$ cat config.mk
export PLATFORM = sky130hd
export DESIGN_NAME = vscale_regfile_ctrl
export DESIGN_NICKNAME = d
export VERILOG_FILES = /design/src/rtl/vscale_regfile_ctrl.sv
export SDC_FILE = /design/constraint.sdc
export NUM_CORES = 1
export LEC_CHECK = 0
export CORE_ASPECT_RATIO = 1.5
export CORE_MARGIN = 10
export CORE_UTILIZATION = 31
export DETAILED_ROUTE_END_ITERATION = 10
export PLACE_DENSITY = 0.81
export SLEW_MARGIN = 25
export SYNTH_ARGS = -nofsm -noshare
export SYNTH_HDL_FRONTEND = slang
export SYNTH_SLANG_ARGS = --single-unit
$ cat constraint.sdc
create_clock -name clk -period 2.2 [get_ports clk]
set_input_delay 0.33 -clock clk [delete_from_list [all_inputs] [get_ports clk]]
set_output_delay 0.33 -clock clk [all_outputs]
set_load 0.01 [all_outputs]
$ cat src/rtl/vscale_regfile_ctrl.sv
// Regfile front end: zeroes x1..x31 after reset while stalling the core, then
// shares the write port and read port 2 between the core and a debug host.
module vscale_regfile_ctrl #(
    parameter int XPR_LEN        = 32,
    parameter int REG_ADDR_WIDTH = 5,
    parameter int STARVE_LIMIT   = 8
) (
    input  logic                      clk,
    input  logic                      rst,
    input  logic                      core_wen,
    input  logic [REG_ADDR_WIDTH-1:0] core_wa,
    input  logic [XPR_LEN-1:0]        core_wd,
    input  logic [REG_ADDR_WIDTH-1:0] core_ra2,
    input  logic                      core_ra2_used,
    output logic                      core_stall,
    input  logic                      dbg_req,
    input  logic                      dbg_we,
    input  logic [REG_ADDR_WIDTH-1:0] dbg_addr,
    input  logic [XPR_LEN-1:0]        dbg_wdata,
    output logic                      dbg_gnt,
    output logic                      dbg_rvalid,
    output logic [XPR_LEN-1:0]        dbg_rdata,
    output logic                      rf_wen,
    output logic [REG_ADDR_WIDTH-1:0] rf_wa,
    output logic [XPR_LEN-1:0]        rf_wd,
    output logic [REG_ADDR_WIDTH-1:0] rf_ra2,
    input  logic [XPR_LEN-1:0]        rf_rd2,
    output logic                      init_busy
);

    typedef enum logic [0:0] {
        ST_INIT = 1'b0,
        ST_RUN  = 1'b1
    } state_e;

    localparam logic [REG_ADDR_WIDTH-1:0] LAST_REG   = {REG_ADDR_WIDTH{1'b1}};
    localparam logic [REG_ADDR_WIDTH-1:0] FIRST_REG  = {{(REG_ADDR_WIDTH-1){1'b0}}, 1'b1};
    localparam logic [7:0]                STARVE_MAX = 8'(STARVE_LIMIT);

    state_e                    state_q, state_d;
    logic [REG_ADDR_WIDTH-1:0] init_cnt_q, init_cnt_d;
    logic [7:0]                starve_cnt_q, starve_cnt_d;
    logic                      starve_stall_q, starve_stall_d;
    logic                      dbg_rvalid_q, dbg_rvalid_d;
    logic [XPR_LEN-1:0]        dbg_rdata_q, dbg_rdata_d;
    logic                      rf_wen_s;
    logic                      core_wr_s;
    logic                      dbg_wr_gnt_s;
    logic                      dbg_rd_gnt_s;

    // Next-state, arbitration and regfile port steering
    always_comb begin
        state_d        = state_q;
        init_cnt_d     = init_cnt_q;
        starve_cnt_d   = 8'd0;
        starve_stall_d = 1'b0;
        dbg_rvalid_d   = 1'b0;
        dbg_rdata_d    = dbg_rdata_q;
        init_busy      = 1'b0;
        core_stall     = 1'b0;
        core_wr_s      = 1'b0;
        dbg_wr_gnt_s   = 1'b0;
        dbg_rd_gnt_s   = 1'b0;
        dbg_gnt        = 1'b0;
        rf_wen_s       = 1'b0;
        rf_wa          = core_wa;
        rf_wd          = core_wd;
        rf_ra2         = core_ra2;
        case (state_q)
            ST_INIT: begin
                init_busy  = 1'b1;
                core_stall = 1'b1;
                rf_wen_s   = 1'b1;
                rf_wa      = init_cnt_q;
                rf_wd      = {XPR_LEN{1'b0}};
                init_cnt_d = init_cnt_q + FIRST_REG;
                if (init_cnt_q == LAST_REG) begin
                    state_d = ST_RUN;
                end else begin
                    state_d = ST_INIT;
                end
            end
            ST_RUN: begin
                core_stall   = starve_stall_q;
                core_wr_s    = core_wen & ~starve_stall_q;
                dbg_wr_gnt_s = dbg_req & dbg_we & ~core_wr_s;
                dbg_rd_gnt_s = dbg_req & ~dbg_we & (~core_ra2_used | starve_stall_q);
                dbg_gnt      = dbg_wr_gnt_s | dbg_rd_gnt_s;
                if (core_wr_s) begin
                    rf_wen_s = 1'b1;
                end else if (dbg_wr_gnt_s) begin
                    rf_wen_s = 1'b1;
                    rf_wa    = dbg_addr;
                    rf_wd    = dbg_wdata;
                end else begin
                    rf_wen_s = 1'b0;
                end
                if (dbg_rd_gnt_s) begin
                    rf_ra2       = dbg_addr;
                    dbg_rvalid_d = 1'b1;
                    dbg_rdata_d  = rf_rd2;
                end else begin
                    rf_ra2       = core_ra2;
                end
                // Saturating wait count; a forced stall follows the cycle it hits the limit
                if (dbg_req && !dbg_gnt) begin
                    if (starve_cnt_q != 8'hFF) begin
                        starve_cnt_d = starve_cnt_q + 8'd1;
                    end else begin
                        starve_cnt_d = starve_cnt_q;
                    end
                end else begin
                    starve_cnt_d = 8'd0;
                end
                starve_stall_d = (starve_cnt_d == STARVE_MAX);
            end
            default: begin
                state_d = ST_INIT;
            end
        endcase
    end

    assign rf_wen     = rf_wen_s & ~rst;
    assign dbg_rvalid = dbg_rvalid_q;
    assign dbg_rdata  = dbg_rdata_q;

    // State and handshake registers with synchronous reset
    always_ff @(posedge clk) begin
        if (rst) begin
            state_q        <= ST_INIT;
            init_cnt_q     <= FIRST_REG;
            starve_cnt_q   <= 8'd0;
            starve_stall_q <= 1'b0;
            dbg_rvalid_q   <= 1'b0;
            dbg_rdata_q    <= {XPR_LEN{1'b0}};
        end else begin
            state_q        <= state_d;
            init_cnt_q     <= init_cnt_d;
            starve_cnt_q   <= starve_cnt_d;
            starve_stall_q <= starve_stall_d;
            dbg_rvalid_q   <= dbg_rvalid_d;
            dbg_rdata_q    <= dbg_rdata_d;
        end
    end

endmodule

==> impl.org, run 1 <==
** STA
- Timing would allow up to roughly 0.47 GHz.
- For the pin with the worst max-slew slack, the measured transition is about 0.42 ns.
- In this run the tightest slew margin relative to its limit is 0.7215.
- The number of max-slew violations in the final report is 0.
- Setup repair after global routing left no endpoint under its margin.
- Final hold analysis gives a worst-case slack of 0.4536 ns.
- The number of hold violations in the final report came to 0.
- Clock skew after layout :: around 0.0031 ns
- Setup violations remaining at the end of the flow were counted as 0.
- Setup slack closes at 0.08638 ns.
- Fin crit share :: 0.9607
- For the finished layout, the period the worst path requires is 2.114 ns.

** Global routing
- Total global-route track usage :: 0.2006
- The initial antenna violation count is 0.
- For this run the aggregate overflow at the end of global routing stands at 0.
- First-pass GRT wire length :: ~19 mm
- Entering global routing, the biggest net connects 40 pins.
- Vias in the first global route :: 3451

** Worst setup path
- In this run the critical register-to-register path is captured at starve_stall_q.
- Slack of the worst reg-to-reg path :: approximately 0.31 ns
- STA puts the critical path data required time at 1.87 ns.
- Data arrival at the endpoint of the critical path :: roughly 1.8 ns
- The worst setup path is of the input port to primary output kind.
- STA classifies the critical path endpoint as a primary output.
- In this run the critical register-to-register path is launched from starve_cnt_q[0].
- Of all nets on the critical path, the largest fanout is 6.
- Startpoint type of the worst setup path :: input port
- Depth of the most critical reg-to-reg path :: 5

** Floorplanning
- I/O pin count :: 196
- Core Area :: a little under 8000 sq um
- Total Die Area :: 12130 sq um
- The initial utilization of the core area, before any placement, comes to 0.3140.
- From bottom edge to top edge, the die measures ~130 microns.
- The floorplan step set the die width to about 93 microns.
- Number of placement rows :: 40

** Clocking
- H-tree level count :: 2
- The clock drives between 40 and 50 sinks.
- TritonCTS built the clock tree.
- The number of clock buffers added by TritonCTS is 5.
- Number of buffers on the longest clock path :: 2
- Root Driver :: sky130_fd_sc_hd__clkbuf_16
- After clock tree synthesis, the clock-pin slew on the worst setup and hold paths is about 0.060 ns.
- For the worst-skew pair, the clock arrives at the later sink with an insertion delay of between 0.2 and 0.3 ns.

** Flow run
- Max-cap violations in this run came to 0.

** Synthesis
- Syn Nets :: between 400 and 500
- Cell accounting for the most synthesized area :: sky130_fd_sc_hd__dfxtp_1
- By area the synthesized netlist is led by sky130_fd_sc_hd__dfxtp_1 38%, sky130_fd_sc_hd__nand2_1 23%, sky130_fd_sc_hd__a21oi_1 13%, sky130_fd_sc_hd__clkbuf_1 3.0%, sky130_fd_sc_hd__nor2_1 2.6%.
- A synthesized cell averages 6.681 sq um.
- After synthesis, the share of flip-flops with an asynchronous set or reset is 0.
- The share of synthesized area in the top cell type comes to 0.3846.
- The Yosys step of the flow raised 0 warnings.
- Most used standard cells in the synthesized netlist :: 156 x sky130_fd_sc_hd__nand2_1, 66 x sky130_fd_sc_hd__a21oi_1, 48 x sky130_fd_sc_hd__dfxtp_1
- Number of flops mapped to enable cells by yosys :: 0
- Number of flip-flops and latches in the synthesized netlist :: between 40 and 50
- Most instantiated library cell after synthesis :: sky130_fd_sc_hd__nand2_1
- Leading register cell type out of synthesis :: sky130_fd_sc_hd__dfxtp_1
- Number of distinct library cells after synthesis :: 36
- Sequential-to-total area share from yosys stat :: 0.3846
- Post-synthesis instance area :: 2499 sq um
- Gate count after technology mapping :: 374

** Detailed routing
- Number of search-and-repair iterations in the first detailed-routing pass :: 4
- Average detailed-routed wire length per instance :: 18.52 microns
- Drt initial violations :: 113
- In this run the remaining antenna-violating nets after routing total 0.
- Wires add up to about 13 mm.
- Vias per cell :: just under 5
- Via count :: 3377
- After detailed routing, the number of remaining DRC violations is 0.

** Placement
- Final HPWL from detailed placement :: about 10 mm
- Post-Place Worst Slack :: -0.4437 ns
- Once placement finished, the instance area stood at around 4700 sq um.
- Number of port buffers :: between 150 and 200
- Final weighted congestion in routability-driven placement :: ~0.87

** Final layout
- Number of nets in the layout :: around 700
- The number of antenna diodes in the final layout is 0.
- Layout area overhead :: 97.50%
- Share of layout cells above drive strength 1 :: 0.1386
- Post-route design area :: 4935 sq um
- Final core utilization :: 0.6201

** Power and ir drop
- Post-route total power :: between 0.002 and 0.0025 W
- Across the VDD grid, the largest voltage drop is about 0.00054 V.
- Summed over all cells, the static leakage comes to 1.991 nW.
- Cell area power density :: about 400 nW/um^2

** Worst hold path
- Worst hold path endpoint :: dbg_rdata[9]
- Hold Crit Depth :: 2
- Source of the worst hold timing path :: dbg_rdata[9]
- The path class of the tightest hold or removal check is flip-flop to flip-flop.

** Outcome
- The flow ran to the end, and the final reports show no timing, DRC or antenna violations.
==> cell usage in the layout, fill, tap and decap left out, types with 5 or more instances in the layout <==
master	netlist	layout
sky130_fd_sc_hd__nand2_1	156	155
sky130_fd_sc_hd__clkdlybuf4s50_1	0	149
sky130_fd_sc_hd__a21oi_1	66	58
sky130_fd_sc_hd__dfxtp_1	48	48
sky130_fd_sc_hd__buf_4	0	18
sky130_fd_sc_hd__nor2_1	17	17
sky130_fd_sc_hd__dlygate4sd2_1	0	14
sky130_fd_sc_hd__buf_2	1	12
sky130_fd_sc_hd__a31oi_1	9	8
sky130_fd_sc_hd__a21oi_2	0	8
sky130_fd_sc_hd__clkbuf_16	0	7
sky130_fd_sc_hd__clkbuf_2	0	7
sky130_fd_sc_hd__clkdlybuf4s15_2	0	7
sky130_fd_sc_hd__buf_12	0	6
sky130_fd_sc_hd__clkdlybuf4s15_1	0	5
==> kinds of logic (layout without fill, tap and decap cells) <==
| group | after synthesis | after routing | share of synthesized area |
|---|---|---|---|
| AND/OR/NAND/NOR | 202 | 202 | 0.3380 |
| AO/OA/AOI/OAI | 86 | 86 | 0.1908 |
| flip-flops | 48 | 48 | 0.3846 |
| buffers and inverters | 28 | 231 | 0.04556 |
| XOR/XNOR | 4 | 4 | 0.01402 |
| adder cells (fa/ha/maj) | 3 | 3 | 0.01502 |
| multiplexers | 3 | 3 | 0.01202 |
==> flip-flops by register name, indices dropped and copies added (netlist names) <==
register and count:
dbg_rdata 32, dbg_rvalid 1, init_cnt_q 5, starve_cnt_q 8, starve_stall_q 1, state_q 1
==> critical path: stages <==
cell and delay, ns:
sky130_fd_sc_hd__clkdlybuf4s50_1 0.45, sky130_fd_sc_hd__nor2b_4 0.16, sky130_fd_sc_hd__or3_4 0.43, sky130_fd_sc_hd__nand2_1 0.09, sky130_fd_sc_hd__nand2_1 0.05, sky130_fd_sc_hd__dlygate4sd2_1 0.28
==> area by class of cell <==
type / instances / area [sq um]
Clock inverter: 2 / 10.01
Timing Repair Buffer: 222 / 2188
Fill cell: 699 / 3023
Tap cell: 105 / 131.4
Sequential cell: 48 / 960.9
Clock buffer: 6 / 138.9
Multi-Input combinational cell: 298 / 1501
Inverter: 1 / 3.754
==> power breakdown <==
part / leakage [nW] / internal, W / switching (W)
Combinational: 1.53 / 0.000258 / 0.000131
Clock: 0.0766 / 0.000448 / 0.000313
Sequential: 0.387 / 0.000876 / 0.00000807
==> worst max-delay path by stage <==
stage	slack, ns	end	cells past startpoint	start
finish	0.09	rf_ra2[2]	6	core_ra2_used
global route	0.02	rf_wd[10]	7	starve_stall_q
CTS	-0.06	rf_wd[16]	8	core_wen
detailed placement	-0.44	rf_wd[16]	7	dbg_we
global placement	-0.38	rf_wd[16]	7	dbg_we
floorplan	0.41	rf_wd[10]	6	starve_stall_q
==> through the flow <==
stage | setup TNS, ns | instances
2_1_floorplan | 0 | 374
3_3_place_gp | -12.66 | 670
3_5_place_dp | -14.37 | 670
4_1_cts | -0.1003 | 681
5_1_grt | 0 | 682
6_report | 0 | 682
==> per-layer routing <==
| metal | routed length [microns] | global-route usage | up-vias |
|---|---|---|---|
| met5 | 0 | 0 | - |
| met4 | 116 | 0.04463 | 0 |
| met3 | 2149 | 0.1300 | 8 |
| met2 | 5375 | 0.2983 | 186 |
| met1 | 4988 | 0.2355 | 1538 |
| li1 | - | - | 1645 |
==> repair_timing <==
action,4_1_cts,5_1_grt
gates cloned,1,2
gates resized for setup,116,19
hold buffers,0,0
endpoints found under the setup margin,44,34
buffers inserted,2,0
pin swaps,2,3
Note: power is estimated with default switching activity, not from simulation.
==> run 2, diff against run 1 <==
--- a/config.mk
+++ b/config.mk
@@ -10,6 +10,7 @@
 export CORE_UTILIZATION = 31
 export DETAILED_ROUTE_END_ITERATION = 10
 export PLACE_DENSITY = 0.81
+export SKIP_CTS_REPAIR_TIMING = 1
 export SLEW_MARGIN = 25
 export SYNTH_ARGS = -nofsm -noshare
 export SYNTH_HDL_FRONTEND = slang
==> run 2 against run 1 <==
Cell count down 0.29%. Via count down 0.50%. Count of clock-buffer cells in the layout unchanged. Hold slack about the same. Power down 0.36%. Global-route usage down 0.39 points. Final area up 1.1%. Critical path depth up 2. Clock skew about the same. Register-to-register slack about the same.
==> impl.org, run 2 (same netlist as run 1, synthesis figures left out) <==
** Outcome
- Status :: finished, final reports clean (unchanged)

** STA
- Slew of the pin with the lowest slew margin :: 0.4097 ns (was 0.4178 ns)
- The relative slew slack was 0.7269 (was 0.7215).
- Fin crit share :: 0.9773 (was 0.9607)
- The minimum clock period after layout came to 2.150 ns (was 2.114 ns).
- Final Hold Violating Endpoints :: 0 (unchanged)
- Highest clock frequency the design can meet :: 0.4651 GHz (was 0.4731 GHz)
- Final Max Tran Viols :: 0 (unchanged)
- The final setup skew is 0.003132 ns (was 0.003139 ns).
- The final setup violation count came to 0 (unchanged).

** Clocking
- The clock sink total came to 48 (unchanged).
- Root Driver :: sky130_fd_sc_hd__clkbuf_16 (unchanged)
- Number of buffers on the longest clock path :: 2 (unchanged)
- The clock transition at the registers of the reported paths was 0.06 ns (about the same).
- The worst-skew pair later-pin latency came to 0.29 ns (about the same).
- The TritonCTS clock tree was done (unchanged).
- TritonCTS Buffers :: 5 (unchanged)
- H-tree level count :: 2 (unchanged)

** Placement
- Final HPWL from detailed placement :: 10.03 mm (unchanged)
- The weighted congestion at the end of routability-driven global placement is 0.8686 (unchanged).
- The total instance count after detailed placement was 670 (unchanged).
- The count of input and output buffers was 195 (unchanged).

** Detailed routing
- Number of nets still failing antenna checks after routing :: 0 (unchanged)
- Final routed DRC violation total :: 0 (unchanged)
- The detailed-router iteration count before antenna repair came to 4 (unchanged).
- Average detailed-routed wire length per instance :: 18.57 microns (was 18.52 microns)
- The routed wire length came to 12.63 mm (about the same).
- Vias per cell :: 4.941 (was 4.952)
- The routed via count is 3360 (was 3377).
- Drt initial violations :: 147 (was 113)

** Global routing
- Initial antenna violation count :: 0 (unchanged)
- The overall track demand over capacity in global routing was 0.1967 (was 0.2006).
- The maximum number of pins on one net before global-route repair was 40 (unchanged).
- First-pass GRT wire length :: 18.69 mm (was 19.11 mm)
- Total congestion overflow :: 0 (unchanged)
- Vias in the first global route :: 3375 (was 3451)

** Worst setup path
- The largest fanout of any net on the critical path came to 18 (was 6).
- Standard cell with the maximum stage delay on the critical path :: sky130_fd_sc_hd__clkdlybuf4s50_1 (unchanged)
- The data arrival time of the worst path came to 1.82 ns (was 1.78 ns).
- The critical path class is input port to primary output (unchanged).
- The startpoint kind of the worst setup timing path was an input port (unchanged).
- The internal reg-to-reg setup slack was 0.30 ns (was 0.31 ns).
- Ordered cell list for the critical path: clkdlybuf4s50_1 > nand2b_4 > nor2b_4 > buf_12 > buf_12 > nand2_1 > a21oi_1 > dlymetal6s2s_1 (was clkdlybuf4s50_1 > nor2b_4 > or3_4 > nand2_1 > nand2_1 > dlygate4sd2_1).
- The most prevalent standard cell on the critical path is sky130_fd_sc_hd__buf_12 (was sky130_fd_sc_hd__nand2_1).
- Required time of the critical path :: 1.87 ns (about the same)
- Endpoint type of the worst setup path :: primary output (unchanged)
- Worst path max stage delay :: 0.48 ns (was 0.45 ns)

** Final layout
- Number of nets in the layout :: 694 (was 696)
- Layout area overhead :: 99.70% (was 97.50%)
- The flip-flop count of the largest register, all copies and words added came to 32 (unchanged).
- The share of cells above drive strength 1 is 0.1061 (was 0.1386).
- The core occupancy in the finished layout is 0.6270 (was 0.6201).
- Count of filler cells inserted in the layout :: 683 (was 699)
- Post-route non-filler standard cell count :: 680 (was 682)
- Most frequent cells in the layout :: 155 x sky130_fd_sc_hd__nand2_1, 150 x sky130_fd_sc_hd__clkdlybuf4s50_1, 62 x sky130_fd_sc_hd__a21oi_1, 47 x sky130_fd_sc_hd__dfxtp_1, 33 x sky130_fd_sc_hd__dlymetal6s2s_1 (was 155 x sky130_fd_sc_hd__nand2_1, 149 x sky130_fd_sc_hd__clkdlybuf4s50_1, 58 x sky130_fd_sc_hd__a21oi_1, 48 x sky130_fd_sc_hd__dfxtp_1, 18 x sky130_fd_sc_hd__buf_4)
- The most common library cell in the layout ignoring fill and taps is sky130_fd_sc_hd__nand2_1 (unchanged).
- Ant diodes :: 0 (unchanged)

** Worst hold path
- Hold WC Path Type :: flip-flop to flip-flop (unchanged)

** Floorplanning
- Starting density of the core :: 0.3140 (unchanged)
- Total Die Area :: 12130 sq um (unchanged)
- Die height :: 130.0 microns (unchanged)
- I/O pin count :: 196 (unchanged)
- Core Area :: 7958 sq um (unchanged)
- The placement row count was 40 (unchanged).
- Die Span X :: 93.31 microns (unchanged)

** Power and ir drop
- IR Drop Worst-Case VDD :: 0.0005667 V (was 0.0005411 V)
- Leakage power total :: 2.407 nW (was 1.991 nW)
- The power density over the cells came to 406.3 nW/um^2 (was 412.4 nW/um^2).
- The total power after layout was 0.002027 W (was 0.002035 W).

** Flow run
- Number of max-capacitance violations reported :: 0 (unchanged)
run 2: final cells by class:
class                   count  area [sq um]  share of cell area
repair buffers            220          2255              0.4519
multi-input cells         298          1489              0.2984
flip-flops and latches     48         962.2              0.1928
clock buffers               6         138.9             0.02783
well taps                 105         131.4             0.02633
clock inverters             2         10.01            0.002006
inverters                   1         3.754           0.0007523
run 2: layer usage:
layer / GRT usage / wire length (microns)
met4: 0.04463 / 157
met1: 0.2311 / 5092
met2: 0.2896 / 5323
met5: 0 / 0
met3: 0.1305 / 2054
run 2: worst max-delay path: cells and delay by family:
kind            cells  cell delay [ns]
buf+inv             4             0.98
compound gates      1             0.13
simple gates        3             0.37
run 2: path summary, 6_finish.rpt:
path	startpoint	endpoint	cells after the start
max reg2reg	starve_cnt_q[0]	starve_stall_q	5
max	core_wen	rf_wd[4]	8
min	dbg_rdata[9]	dbg_rdata[9]	2
min reg2reg	dbg_rdata[9]	dbg_rdata[9]	2
run 2: power breakdown:
part           switching [W]  leakage [nW]  internal, W
Clock               0.000312        0.0766     0.000448
Combinational       0.000129          1.94     0.000254
Sequential        0.00000798         0.388     0.000876
run 2: through the flow:
| step | worst slack (ns) | hold slack [ns] | area [sq um] | setup TNS (ns) |
|---|---|---|---|---|
| after detailed placement | -0.4437 | 0.4479 | 4728 | -14.37 |
| after floorplan | 0.4117 | 0.4660 | 2499 | 0 |
| after global placement | -0.3819 | 0.4408 | 4728 | -12.66 |
| after CTS | -0.4568 | 0.4552 | 4877 | -14.68 |
| after global routing | -0.007867 | 0.4751 | 4990 | -0.01169 |
| final | 0.05001 | 0.4537 | 4990 | 0 |
==> run 3, diff against run 2 <==
--- a/config.mk
+++ b/config.mk
@@ -5,6 +5,7 @@
 export SDC_FILE = /design/constraint.sdc
 export NUM_CORES = 1
 export LEC_CHECK = 0
+export CAP_MARGIN = 20
 export CORE_ASPECT_RATIO = 1.5
 export CORE_MARGIN = 10
 export CORE_UTILIZATION = 31
==> constraint.sdc (replaced) <==
create_clock -name clk -period 2.4 [get_ports clk]
set_input_delay 0.36 -clock clk [delete_from_list [all_inputs] [get_ports clk]]
set_output_delay 0.36 -clock clk [all_outputs]
set_load 0.01 [all_outputs]
==> run 3 against run 2 <==
Global-route usage up 0.93 points. Hold slack barely moved. Largest cell class unchanged. Die area unchanged. Cell count is 0.44% lower.
==> impl.org, run 3 (same netlist as run 1, synthesis figures left out) <==
** Final layout
- Leading cell type in the layout, fill and taps excluded :: sky130_fd_sc_hd__nand2_1 (unchanged)
- FF/Latch Area :: 962.2 sq um (unchanged)
- Most frequent cells in the layout: 155 x sky130_fd_sc_hd__nand2_1, 151 x sky130_fd_sc_hd__clkdlybuf4s50_1, 65 x sky130_fd_sc_hd__a21oi_1, 47 x sky130_fd_sc_hd__dfxtp_1, 44 x sky130_fd_sc_hd__dlymetal6s2s_1 (was 155 x sky130_fd_sc_hd__nand2_1, 150 x sky130_fd_sc_hd__clkdlybuf4s50_1, 62 x sky130_fd_sc_hd__a21oi_1, 47 x sky130_fd_sc_hd__dfxtp_1, 33 x sky130_fd_sc_hd__dlymetal6s2s_1).
- The share of cells above drive strength 1 was 0.07168 (was 0.1061).
- The count of inserted antenna diode cells came to 0 (unchanged).
- The final net count is 691 (was 694).
- The area growth from synthesis to layout is 101.2% (was 99.70%).
- The core occupancy in the finished layout came to 0.6316 (was 0.6270).
- Multi-input gate area :: 1455 sq um (was 1489 sq um)
- The filler cell count is 683 (unchanged).
- The flip-flop count of the largest register, all copies and words added is 32 (unchanged).
- Post-route design area :: 5026 sq um (was 4990 sq um)

** Detailed routing
- Final routed DRC violation total :: 0 (unchanged)
- The routed wire length was 13.08 mm (was 12.63 mm).
- The routed via count is 3379 (was 3360).
- The detailed-router iteration count before antenna repair came to 5 (was 4).
- Average detailed-routed wire length per instance :: 19.32 microns (was 18.57 microns)
- The mean number of vias per cell came to 4.991 (was 4.941).
- Number of nets still failing antenna checks after routing :: 0 (unchanged)
- Drt initial violations :: 158 (was 147)

** STA
- Headroom to the max-slew limit :: 0.7143 (was 0.7269)
- Highest clock frequency the design can meet :: roughly 0.43 GHz
- Final Max Tran Viols :: 0 (unchanged)
- Worst hold slack :: 0.4539 ns (was 0.4537 ns)
- Fin crit share :: 0.9734
- The slew of the pin with the lowest slew margin is 0.4286 ns (was 0.4097 ns).
- The number of hold violations in the final report was 0 (unchanged).
- Time the final worst path needs with I/O delays and setup :: about 2.3 ns
- The final setup violation count came to 0 (unchanged).
- RSZ-0062 raised after global routing :: no
- The final setup skew is 0.003201 ns (was 0.003132 ns).
- TNS Setup :: 0 ns (unchanged)

** Floorplanning
- Total Die Area :: 12130 sq um (unchanged)
- The placement row count came to 40 (unchanged).
- I/O pin count :: 196 (unchanged)
- The initial standard-cell utilization of the core was 0.3140 (unchanged).
- The y dimension of the die came to 130.0 microns (unchanged).
- Die Span X :: 93.31 microns (unchanged)
- Core Area :: 7958 sq um (unchanged)

** Global routing
- The first-pass GRT wire length was 19.43 mm (was 18.69 mm).
- Layer with the highest usage after global routing :: met2 (unchanged)
- The maximum number of pins on one net before global-route repair came to 40 (unchanged).
- The global-route track usage on met1 is 0.2323 (was 0.2311).
- Vias in the first global route :: 3488 (was 3375)
- Total global-route track usage :: 0.2060 (was 0.1967)
- The met3 usage came to 0.1311 (was 0.1305).
- Global-route met2 utilization :: 0.3176 (was 0.2896)
- The global-route congestion overflow total was 0 (unchanged).
- Initial antenna violation count :: 1 (was 0)

** Worst setup path
- The family with the most delay on the worst path is buffers and inverters (unchanged).
- Ordered cell list for the critical path: clkdlybuf4s50_1 > nand2b_1 > buf_4 > a31oi_1 > clkdlybuf4s50_1 (was clkdlybuf4s50_1 > nand2b_4 > nor2b_4 > buf_12 > buf_12 > nand2_1 > a21oi_1 > dlymetal6s2s_1).
- Source of the worst register-to-register timing path :: starve_cnt_q[0] (unchanged)
- Endpoint type of the worst setup path :: primary output (unchanged)
- Standard cell with the maximum stage delay on the critical path :: sky130_fd_sc_hd__clkdlybuf4s50_1 (unchanged)
- Slack of the worst reg-to-reg path :: 0.46 ns (was 0.30 ns)
- Depth of the most critical reg-to-reg path :: 5 (unchanged)
- Crit path max fanout :: 3 (was 18)
- The total number of cells along the worst setup path is 5 (was 8).
- The delay contributed by the slowest stage of the critical path came to 0.62 ns (was 0.48 ns).
- The reg-to-reg endpoint is starve_stall_q (unchanged).
- The data required time at the worst endpoint is 2.04 ns (was 1.87 ns).
- The sum of buffers and inverters on the critical path was 3 (was 4).
- Critical path's most frequent cell :: sky130_fd_sc_hd__clkdlybuf4s50_1 (was sky130_fd_sc_hd__buf_12)
- Class of the most critical setup path :: input port to primary output (unchanged)
- The startpoint kind of the worst setup timing path is an input port (unchanged).
- The data arrival time of the worst path was 1.98 ns (was 1.82 ns).

** Worst hold path
- Source of the worst hold timing path :: dbg_rdata[0] (was dbg_rdata[9])
- Worst hold path endpoint :: dbg_rdata[0] (was dbg_rdata[9])
- The class of the worst hold path is flip-flop to flip-flop (unchanged).
- The depth of the worst hold-timing path was 2 (unchanged).

** Placement
- The cell area reported after detailed placement was 4713 sq um (was 4728 sq um).
- Final HPWL from detailed placement :: 10.34 mm (was 10.03 mm)
- Number of port buffers :: 195 (unchanged)
- The weighted congestion at the end of routability-driven global placement was 0.8641 (was 0.8686).

** Flow run
- Number of max-capacitance violations reported :: 0 (unchanged)

** Clocking
- H-tree level count :: 2 (unchanged)
- Later-pin clock latency in the skew report :: 0.29 ns (about the same)
- The maximum clock insertion buffer count is 2 (unchanged).
- The clock sink total is 48 (unchanged).
- The TritonCTS clock tree is done (unchanged).
- Root Driver :: sky130_fd_sc_hd__clkbuf_16 (unchanged)
- TritonCTS Buffers :: 5 (unchanged)
- Clock-pin transition on the worst setup and hold timing paths :: 0.06 ns (about the same)

** Power and ir drop
- The worst-case vdd ir drop came to 0.0005315 V (was 0.0005667 V).
- Post-route total power :: 0.001953 W (was 0.002027 W)
- Cell area power density :: 388.6 nW/um^2 (was 406.3 nW/um^2)
- Leakage power total :: 2.588 nW (was 2.407 nW)

** Outcome
- Status: finished, final reports clean (unchanged).
[run 3: report_power, final]
part           leakage [nW]  switching [W]  total (W)  internal, W
Clock                0.0798       0.000305   0.000795     0.000489
Sequential            0.388     0.00000706   0.000810     0.000803
Combinational          2.12       0.000117   0.000348     0.000231
Total                  2.59       0.000429    0.00195      0.00152
[run 3: area by class of cell]
type	instances	share of cell area
multi-input combinational	298	0.2895
sequential	48	0.1914
timing repair buffer	217	0.4588
tap	105	0.02614
inverter	1	0.0007468
clock inverter	3	0.008464
clock buffer	5	0.02489
[run 3: worst max-delay path by stage]
stage                 to            from  slack (ns)
2_1_floorplan  rf_wd[10]  starve_stall_q        0.58
3_3_place_gp   rf_wd[13]        core_wen       -0.23
3_5_place_dp    rf_wa[3]         dbg_req       -0.25
4_1_cts         rf_wa[3]         dbg_req       -0.27
5_1_grt        rf_wd[12]        core_wen        0.02
6_report          rf_wen        core_wen        0.06
[run 3: per-stage QoR]
| step | setup slack [ns] | std cells |
|---|---|---|
| finish | 0.06383 | 677 |
| global placement | -0.2270 | 668 |
| global route | 0.01786 | 677 |
| CTS | -0.2708 | 676 |
| detailed placement | -0.2510 | 668 |
| floorplan | 0.5817 | 374 |
[run 3: tightest hold or removal path, stage by stage, from the launching register on]
cell and delay (ns):
sky130_fd_sc_hd__dfxtp_1 0.31, sky130_fd_sc_hd__nand2_1 0.05, sky130_fd_sc_hd__a21oi_1 0.05
[run 3: per-layer routing]
| metal | routed length [microns] | vias to the layer above |
|---|---|---|
| met3 | 2237 | 16 |
| met5 | 18 | - |
| met1 | 4988 | 1513 |
| li1 | - | 1632 |
| met2 | 5662 | 216 |
| met4 | 173 | 2 |
